## config.mk

```make
export PLATFORM = sky130hd
export DESIGN_NAME = interval_timer_flat
export DESIGN_NICKNAME = d
export VERILOG_FILES = /design/src/rtl/interval_timer_if.sv /design/src/rtl/interval_timer.sv /design/src/flat_wrapper.sv
export SDC_FILE = /design/constraint.sdc
export NUM_CORES = 1
export LEC_CHECK = 0
export BUFFER_PORTS_ARGS = -buffer_cell sky130_fd_sc_hd__buf_2
export CORE_MARGIN = 2
export CORE_UTILIZATION = 56
export CTS_CLUSTER_SIZE = 40
export DETAILED_ROUTE_END_ITERATION = 8
export GPL_ROUTABILITY_DRIVEN = 1
export PLACE_DENSITY_LB_ADDON = 0.08
export SYNTH_ARGS = -nofsm -noshare
export SYNTH_HDL_FRONTEND = slang
export SYNTH_SLANG_ARGS = --single-unit
```

## constraint.sdc

```tcl
create_clock -name clk -period 4.3 [get_ports clk]
set_input_delay 0.215 -clock clk [delete_from_list [all_inputs] [get_ports clk]]
set_output_delay 0.215 -clock clk [all_outputs]
set_load 0.02 [all_outputs]
```

## src/rtl/interval_timer_if.sv

```systemverilog
// Load/control/status bundle for interval_timer: load handshake, tick qualifier,
// abort/acknowledge controls and count/expire/busy/done status.
interface interval_timer_if #(
    parameter int WIDTH = 8
);
    logic             enable;
    logic             load_valid;
    logic             load_ready;
    logic [WIDTH-1:0] load_value;
    logic             load_periodic;
    logic             stop;
    logic             done_ack;
    logic [WIDTH-1:0] cnt;
    logic             expire;
    logic             busy;
    logic             done;

    modport master (
        output enable, load_valid, load_value, load_periodic, stop, done_ack,
        input  load_ready, cnt, expire, busy, done
    );

    modport slave (
        input  enable, load_valid, load_value, load_periodic, stop, done_ack,
        output load_ready, cnt, expire, busy, done
    );
endinterface

```

## src/rtl/interval_timer.sv

```systemverilog
// Loadable down-counting interval timer with one-shot and auto-reload modes.
// Expire is a registered one-cycle strobe issued the cycle after the terminal tick.
module interval_timer #(
    parameter int WIDTH = 8
) (
    input  logic              clk,
    input  logic              reset,
    interval_timer_if.slave   bus
);
    typedef enum logic [1:0] {IDLE, RUN, DONE} state_t;

    state_t           state_q, state_d;
    logic [WIDTH-1:0] cnt_q, cnt_d;
    logic [WIDTH-1:0] reload_q, reload_d;
    logic             periodic_q, periodic_d;
    logic             expire_q, expire_d;
    logic             load_fire;

    // Only called when cnt is non-zero, so the subtraction never wraps.
    function automatic logic [WIDTH-1:0] dec_cnt(input logic [WIDTH-1:0] v);
        return v - WIDTH'(1);
    endfunction

    assign bus.load_ready = !reset && (state_q != RUN);
    assign load_fire      = bus.load_valid && bus.load_ready;

    always_comb begin
        state_d    = state_q;
        cnt_d      = cnt_q;
        reload_d   = reload_q;
        periodic_d = periodic_q;
        expire_d   = 1'b0;
        if (load_fire) begin
            // A load outranks stop and done_ack presented in the same cycle.
            state_d    = RUN;
            cnt_d      = bus.load_value;
            reload_d   = bus.load_value;
            periodic_d = bus.load_periodic;
        end else begin
            unique case (state_q)
                RUN: begin
                    if (bus.stop) begin
                        state_d = IDLE;
                        cnt_d   = '0;
                    end else if (bus.enable) begin
                        if (cnt_q == '0) begin
                            expire_d = 1'b1;
                            if (periodic_q) cnt_d = reload_q;
                            else            state_d = DONE;
                        end else begin
                            cnt_d = dec_cnt(cnt_q);
                        end
                    end
                end
                DONE: begin
                    if (bus.stop || bus.done_ack) state_d = IDLE;
                end
                default: ;
            endcase
        end
    end

    always_ff @(posedge clk) begin
        if (reset) begin
            state_q    <= IDLE;
            cnt_q      <= '0;
            reload_q   <= '0;
            periodic_q <= 1'b0;
            expire_q   <= 1'b0;
        end else begin
            state_q    <= state_d;
            cnt_q      <= cnt_d;
            reload_q   <= reload_d;
            periodic_q <= periodic_d;
            expire_q   <= expire_d;
        end
    end

    assign bus.cnt    = cnt_q;
    assign bus.expire = expire_q;
    assign bus.busy   = (state_q == RUN);
    assign bus.done   = (state_q == DONE);
endmodule
```

## src/flat_wrapper.sv

```systemverilog
// flat-port wrapper written by rule: the top's interface ports become plain ports
module interval_timer_flat 
#(
    parameter int WIDTH = 8
)
  (clk, reset, bus_enable, bus_load_valid, bus_load_value, bus_load_periodic, bus_stop, bus_done_ack, bus_load_ready, bus_cnt, bus_expire, bus_busy, bus_done);
  interval_timer_if #(.WIDTH(WIDTH)) bus_i ();
  input  logic clk;
  input  logic reset;
  input wire logic [$bits(bus_i.enable)-1:0] bus_enable;
  input wire logic [$bits(bus_i.load_valid)-1:0] bus_load_valid;
  input wire logic [$bits(bus_i.load_value)-1:0] bus_load_value;
  input wire logic [$bits(bus_i.load_periodic)-1:0] bus_load_periodic;
  input wire logic [$bits(bus_i.stop)-1:0] bus_stop;
  input wire logic [$bits(bus_i.done_ack)-1:0] bus_done_ack;
  output wire logic [$bits(bus_i.load_ready)-1:0] bus_load_ready;
  output wire logic [$bits(bus_i.cnt)-1:0] bus_cnt;
  output wire logic [$bits(bus_i.expire)-1:0] bus_expire;
  output wire logic [$bits(bus_i.busy)-1:0] bus_busy;
  output wire logic [$bits(bus_i.done)-1:0] bus_done;
  assign bus_i.enable = bus_enable;
  assign bus_i.load_valid = bus_load_valid;
  assign bus_i.load_value = bus_load_value;
  assign bus_i.load_periodic = bus_load_periodic;
  assign bus_i.stop = bus_stop;
  assign bus_i.done_ack = bus_done_ack;
  assign bus_load_ready = bus_i.load_ready;
  assign bus_cnt = bus_i.cnt;
  assign bus_expire = bus_i.expire;
  assign bus_busy = bus_i.busy;
  assign bus_done = bus_i.done;
  interval_timer #(.WIDTH(WIDTH)) u_core (.clk(clk), .reset(reset), .bus(bus_i));
endmodule
```

==> qor.yml, run 1 <==
cts:
  cts-hold-fix-buffers: 0
  clk_pin_slew_ns: 0.11
  postCtsSetupRepairBufs: 0
  cts_tree: "done"
  ctsResizeCount: 0
  clkSinkCount: 20
  htreeDepth: 1
  clockBufferDepth: 2
  cts_made_buffers: 3
  root_buffer: "clkbuf_4"
  clkLatencyLatePin_ns: 0.31
layout:
  fin_cells: 180
  fillers: 191
  n_antenna_cell: 0
  nets: 171
  layout-drive-gt1-share: 0.242
  synthToLayoutAreaGrowth_pct: 15.4
sta:
  period_needed_ns: 2.33
  rsz0062_at_grt: "false"
  fin_crit_sh: 0.542
  max_freq_mhz: 429
  relSlewSlack: 0.402
  fin_ws_ns: 1.97
  drv_slew: 0
  worst_pin_slew_ns: 0.897
  finalHoldViolations: 0
  worst_clock_skew_ns: 0.00648
  tns_ns: 0
  setup_viol: 0
  whs_ns: 0.131
worst_setup_path:
  crit_fanout: 9
  cp.arrival_ns: 2.55
  reg2reg_to: "u_core.bus.cnt[1]"
  crit_path_start_kind: "flop"
  r2r_setup_slack_ns: 1.97
  cp.required_ns: 4.52
  crit_end: "u_core.bus.cnt[1]"
  crit_type: "flop to flop"
  crit_start: "u_core.bus.cnt[0]"
  timing.rr.start: "u_core.bus.cnt[0]"
  end_kind: "flop"
  worst_r2r_path_depth: 6
grt:
  grt_pass1_wl_mm: 4.93
  grt_pass1_vias: 1073
  antenna_found_initial: 0
  grt_overflow_total: 0
  grt_max_degree: 28
  grt_usage: 0.261
pwr:
  leakagePower_nw: 0.526
  vdd_drop_max_mv: 0.302
  power_density_nw_per_um2: 445
yosys:
  ys_ff_latch: 20
  synth_cells: 131
  async_flop_share: 0
  ys_types: 40
  synth-main-ff-cell: "dfxtp_1"
  synth_area_um2: 1150
  synth-edff-count: 0
  ys_warn_count: 0
  ys_seq_area_frac: 0.349
  avgSynthCellArea_um2: 8.75
  synth_nets: 148
die:
  initial_core_util: 0.590
  ios: 27
  coreArea_um2: 1940
  rows: 16
  dieHeight_um: 49.2
  die_w_um: 49.2
  die_area_um2: 2420
job:
  drv_cap: 0
routing:
  route.detailed.drc: 0
  drtAntennaViolNets: 0
  wl_mm: 2.81
  dr.pass1.iters: 4
  wire_per_inst_um: 15.6
  drtIter0Drc: 39
  vias: 1121
  via_per_inst: 6.23
place:
  post-place-cells: 176
  dp_hpwl_mm: 2.00
  gp_congestion: 0.850
  detailedPlace.worstSlack_ns: 2.04
  numPortBuffers: 26
min_path:
  hold_path_class: "input port to flop"
status:
  outcome: "completed"
[registers in the layout, summed over array words and instances (netlist names)]
| signal | cells |
|---|---|
| u_core.bus.cnt | 8 |
| u_core.bus.expire | 1 |
| u_core.reload_q | 8 |
| u_core.periodic_q | 1 |
| u_core.state_q | 2 |
[cell usage in the layout, fill, tap and decap left out, types with 2 or more instances in the layout]
| cell | instances |
|---|---|
| nor2b_1 | 2 |
| o211ai_1 | 9 |
| dfxtp_1 | 20 |
| or4_1 | 2 |
| a211oi_1 | 9 |
| ha_1 | 2 |
| nand2_1 | 9 |
| nor3b_1 | 5 |
| inv_1 | 6 |
| or3b_2 | 2 |
| a22o_1 | 8 |
| nand2b_1 | 2 |
| o21ai_0 | 4 |
| a311oi_1 | 6 |
| nor2_1 | 11 |
| clkbuf_4 | 3 |
| a21o_1 | 2 |
| a21oi_1 | 4 |
| buf_2 | 26 |
[layout make-up]
type,count,area (µm²),area share
multi-input cells,97,683,0.517
clock inverters,1,30.0,0.0227
repair buffers,26,130,0.0984
clock buffers,3,22.5,0.0170
inverters,6,22.5,0.0170
flip-flops and latches,20,400,0.303
well taps,27,33.8,0.0255
[worst min path at each step]
| stage | startpoint | end | slack [ns] | cells past startpoint |
|---|---|---|---|---|
| final | bus_load_value[3] | u_core.reload_q[3] | 0.13 | 2 |
| after global routing | bus_load_value[2] | u_core.reload_q[2] | 0.13 | 2 |
| after CTS | bus_load_value[4] | u_core.reload_q[4] | 0.13 | 2 |
| after detailed placement | bus_load_value[6] | u_core.reload_q[6] | 0.45 | 2 |
| after global placement | bus_load_value[3] | u_core.reload_q[3] | 0.45 | 2 |
| after floorplan | bus_stop | u_core.bus.expire | 0.29 | 1 |
[cell usage after synthesis, types with 2 or more instances]
master / number / area (µm²)
dfxtp_1: 20 / 400
ha_1: 2 / 25.0
o211ai_1: 9 / 67.6
clkbuf_1: 5 / 18.8
nand2_1: 9 / 33.8
a22o_1: 8 / 70.1
inv_1: 6 / 22.5
buf_2: 2 / 10.0
or4_1: 2 / 15.0
a311oi_1: 6 / 52.6
a21oi_1: 4 / 20.0
o21ai_0: 4 / 20.0
nor2_1: 11 / 41.3
nand2b_1: 2 / 12.5
a21o_1: 2 / 15.0
nor3b_1: 5 / 37.5
nor2b_1: 2 / 12.5
a211oi_1: 9 / 67.6
or3b_2: 2 / 17.5
[layer usage]
layer	routed length, µm	vias to the layer above	global-route usage	part of all wire
li1	-	552	-	-
met1	1250	523	0.333	0.44
met2	1330	44	0.430	0.47
met3	214	2	0.0675	0.076
met4	12	0	0.0762	0.0043
met5	0	-	0	0
[per-stage QoR]
stage / cell area, µm² / utilization / power, W
final: 1320 / 0.681 / 0.000588
after CTS: 1320 / 0.681 / 0.000588
after floorplan: 1150 / - / 0.000385
after detailed placement: 1270 / 0.654 / 0.000434
after global placement: 1270 / 0.654 / 0.000430
after global routing: 1320 / 0.681 / 0.000626
[where the power goes]
part | leakage (nW) | switching (W) | total, W | internal [W]
logic | 0.333 | 0.000120 | 0.000204 | 0.0000840
clock network | 0.0279 | 0.0000593 | 0.000154 | 0.0000944
registers | 0.165 | 0.0000275 | 0.000230 | 0.000203
total | 0.526 | 0.000207 | 0.000588 | 0.000381
[critical path: stages, from the launching register on]
cell and delay [ns]:
dfxtp_1 0.40, inv_1 0.11, ha_1 0.28, nor3b_1 0.47, nand3_2 0.30, a21o_1 0.37
a311oi_1 0.30
[kinds of logic after synthesis]
| logic type | count (synthesis) | synth area share |
|---|---|---|
| adder cells (fa/ha/maj) | 2 | 0.0218 |
| XOR/XNOR | 2 | 0.0153 |
| buffers and inverters | 14 | 0.0546 |
| AND/OR/NAND/NOR | 41 | 0.210 |
| AO/OA/AOI/OAI | 52 | 0.349 |
| flip-flops | 20 | 0.349 |
Power figures use the tool's default switching activity.
==> run 2: changes to the inputs <==
CORE_UTILIZATION = 52   (was 56)
clock period = 2.25 ns   (was 4.3 ns; I/O delays follow)
==> run 2 against run 1 <==
  * First-iteration DRC count fell by 33%
  * Clock power is 38% higher
  * Wire length is 4.8% higher
  * Power rose by 80%
  * Sequential power rose by 92%
  * Utilization decreased by 1.8 points
  * Fmax up 17%
  * Flip-flop and latch count unchanged
  * Worst hold slack got worse by 0.10 ns
  * Largest power group unchanged
  * Via count up 2.3%
  * Cell area rose by 1.4%
  * Clock skew increased by 0.0023 ns
==> qor.yml, run 2 (same netlist as run 1, synthesis figures left out) <==
worst_setup_path:
  crit_fanout: 8  # -1
  end_kind: "flop"
  timing.rr.start: "u_core.bus.cnt[0]"
  crit_path_start_kind: "flop"
  crit_type: "flop to flop"
  cp.arrival_ns: 2.23  # -0.32 ns
  r2r_setup_slack_ns: 0.26  # -1.71 ns
  cp.required_ns: 2.48  # -2.04 ns
  worst_r2r_path_depth: 6  # unchanged
  reg2reg_to: "u_core.bus.cnt[4]"
min_path:
  hold-path-endpoint: "u_core.reload_q[3]"
  hold_depth: 2  # unchanged
  hold_path_class: "input port to flop"
  worstHoldStart: "bus_load_value[3]"
sta:
  period_needed_ns: 1.99  # -0.335 ns
  tns_ns: 0  # unchanged
  setup_viol: 0  # unchanged
  finalHoldViolations: 0  # unchanged
  drv_slew: 0  # unchanged
  worst_clock_skew_ns: 0.00881  # +0.00233 ns
  worst_pin_slew_ns: 0.591  # -0.306 ns
  fin_ws_ns: 0.257  # -1.71 ns
  max_freq_mhz: 502  # +17%
  fin_crit_sh: 0.886  # +0.344
  rsz0062_at_grt: "false"
  relSlewSlack: 0.605  # +0.203
cts:
  cts_tree: "done"
  root_buffer: "clkbuf_4"
  cts_made_buffers: 3  # unchanged
  clkLatencyLatePin_ns: 0.31  # about the same
  clk_pin_slew_ns: 0.11  # about the same
  clockBufferDepth: 2  # unchanged
  htreeDepth: 1  # unchanged
  postCtsSetupRepairBufs: 0  # unchanged
  clkSinkCount: 20  # unchanged
pwr:
  seqPwrFrac: 0.417  # +0.025
  switchingPower_w: 0.000401  # +94%
  p_int_w: 0.000660  # +73%
  vdd_drop_max_mv: 0.669  # +120%
  clkPwrFrac: 0.200  # -0.061
  p_sw_frac: 0.378  # +0.0259
  power_density_nw_per_um2: 791  # +78%
  power_frac_comb: 0.384  # +0.037
  leakagePower_nw: 0.541  # +3.0%
layout:
  fin_area_um2: 1340  # +1.4%
  final_cell_mix: "buf_2, dfxtp_1, nor2_1"
  regArea_um2: 400  # unchanged
  nets: 175  # +2.3%
  layout-drive-gt1-share: 0.268  # +0.0257
  fillers: 193  # +1.0%
  n_antenna_cell: 0  # unchanged
  multi_input_area_um2: 688  # +0.73%
  synthToLayoutAreaGrowth_pct: 17.0
  final_common_cell: "buf_2"
die:
  rows: 16  # unchanged
  die_w_um: 50.9  # +3.5%
  dieHeight_um: 50.9  # +3.5%
  coreArea_um2: 2020  # +4.1%
  initial_core_util: 0.567  # -0.0234
  die_area_um2: 2600  # +7.0%
  ios: 27  # unchanged
grt:
  grt_max_degree: 27  # -3.6%
  grt_pass1_vias: 1068  # -0.47%
  antenna_found_initial: 0  # unchanged
  grt_pass1_wl_mm: 5.00  # +1.5%
  grt_usage: 0.257  # -0.00390
  grt_overflow_total: 0  # unchanged
routing:
  route.detailed.drc: 0  # unchanged
  via_per_inst: 6.23  # about the same
  drtAntennaViolNets: 0  # unchanged
  dr.pass1.iters: 4  # unchanged
  wl_mm: 2.94  # +4.8%
  wire_per_inst_um: 16.0  # +2.5%
  vias: 1147  # +2.3%
  drtIter0Drc: 26  # -33%
place:
  dpl_cell_area_um2: 1300  # +2.4%
  numPortBuffers: 26  # unchanged
  detailedPlace.worstSlack_ns: 0.215  # -1.82 ns
  gp_congestion: 0.843  # -0.82%
  dp_hpwl_mm: 2.12  # +5.8%
job:
  drv_cap: 0  # unchanged
status:
  outcome: "completed"
[run 2: cell count changes in the layout (fill, tap and decap cells not counted)]
| cell | change |
|---|---|
| buf_4 | +4 |
| nor3b_2 | +1 |
| bufinv_16 | -1 |
| clkbuf_8 | +1 |
| nor3b_1 | -1 |
[run 2: worst max path at each step]
stage	from	endpoint	depth (start not counted)
after floorplan	u_core.bus.cnt[0]	u_core.bus.cnt[6]	6
after global routing	u_core.bus.cnt[0]	u_core.bus.cnt[4]	6
final	u_core.bus.cnt[0]	u_core.bus.cnt[4]	6
after detailed placement	u_core.bus.cnt[0]	u_core.bus.cnt[6]	6
after global placement	u_core.bus.cnt[0]	u_core.bus.cnt[6]	6
after CTS	u_core.bus.cnt[0]	u_core.bus.cnt[6]	6
[run 2: per-layer routing]
| layer | GRT usage | part of all wire | vias to the layer above | routed length [µm] |
|---|---|---|---|---|
| met4 | 0.0631 | 0.011 | 0 | 32 |
| met3 | 0.0673 | 0.059 | 4 | 173 |
| met2 | 0.426 | 0.47 | 34 | 1390 |
| met5 | 0 | 0 | - | 0 |
| li1 | - | - | 559 | - |
| met1 | 0.331 | 0.46 | 550 | 1340 |
[run 2: timing repair]
action                                 CTS  global route
hold buffers                             0             0
endpoints found under the hold margin    0             0
setup endpoints to repair                0             4
gates resized for setup                  0             1
[run 2: per-stage QoR]
stage / instances / hold slack (ns) / util / total power, W
6_report: 184 / 0.0307 / 0.663 / 0.00106
5_1_grt: 184 / 0.0353 / 0.663 / 0.00112
4_1_cts: 184 / 0.0231 / 0.661 / 0.00106
3_5_place_dp: 180 / 0.345 / 0.643 / 0.000849
3_3_place_gp: 180 / 0.340 / 0.643 / 0.000837
2_1_floorplan: 131 / 0.188 / - / 0.000736
[run 2: area by class of cell]
| class | count | area share |
|---|---|---|
| well taps | 27 | 0.0252 |
| inverters | 6 | 0.0168 |
| clock buffers | 4 | 0.0271 |
| multi-input cells | 97 | 0.513 |
| repair buffers | 30 | 0.119 |
| flip-flops and latches | 20 | 0.299 |
[run 2: power groups by stage]
stage / Clock (W) / Sequential [W] / Combinational (W)
2_1_floorplan: 0 / 0.000453 / 0.000283
3_3_place_gp: 0 / 0.000444 / 0.000393
3_5_place_dp: 0 / 0.000448 / 0.000401
4_1_cts: 0.000217 / 0.000440 / 0.000403
5_1_grt: 0.000226 / 0.000449 / 0.000449
6_report: 0.000212 / 0.000442 / 0.000407
[run 2: worst max-delay path: stages (launching register included)]
cell and delay [ns]:
dfxtp_1 0.39, inv_1 0.11, ha_1 0.26, or3b_2 0.53, nor2_1 0.25, o211ai_1 0.13, a311oi_1 0.25
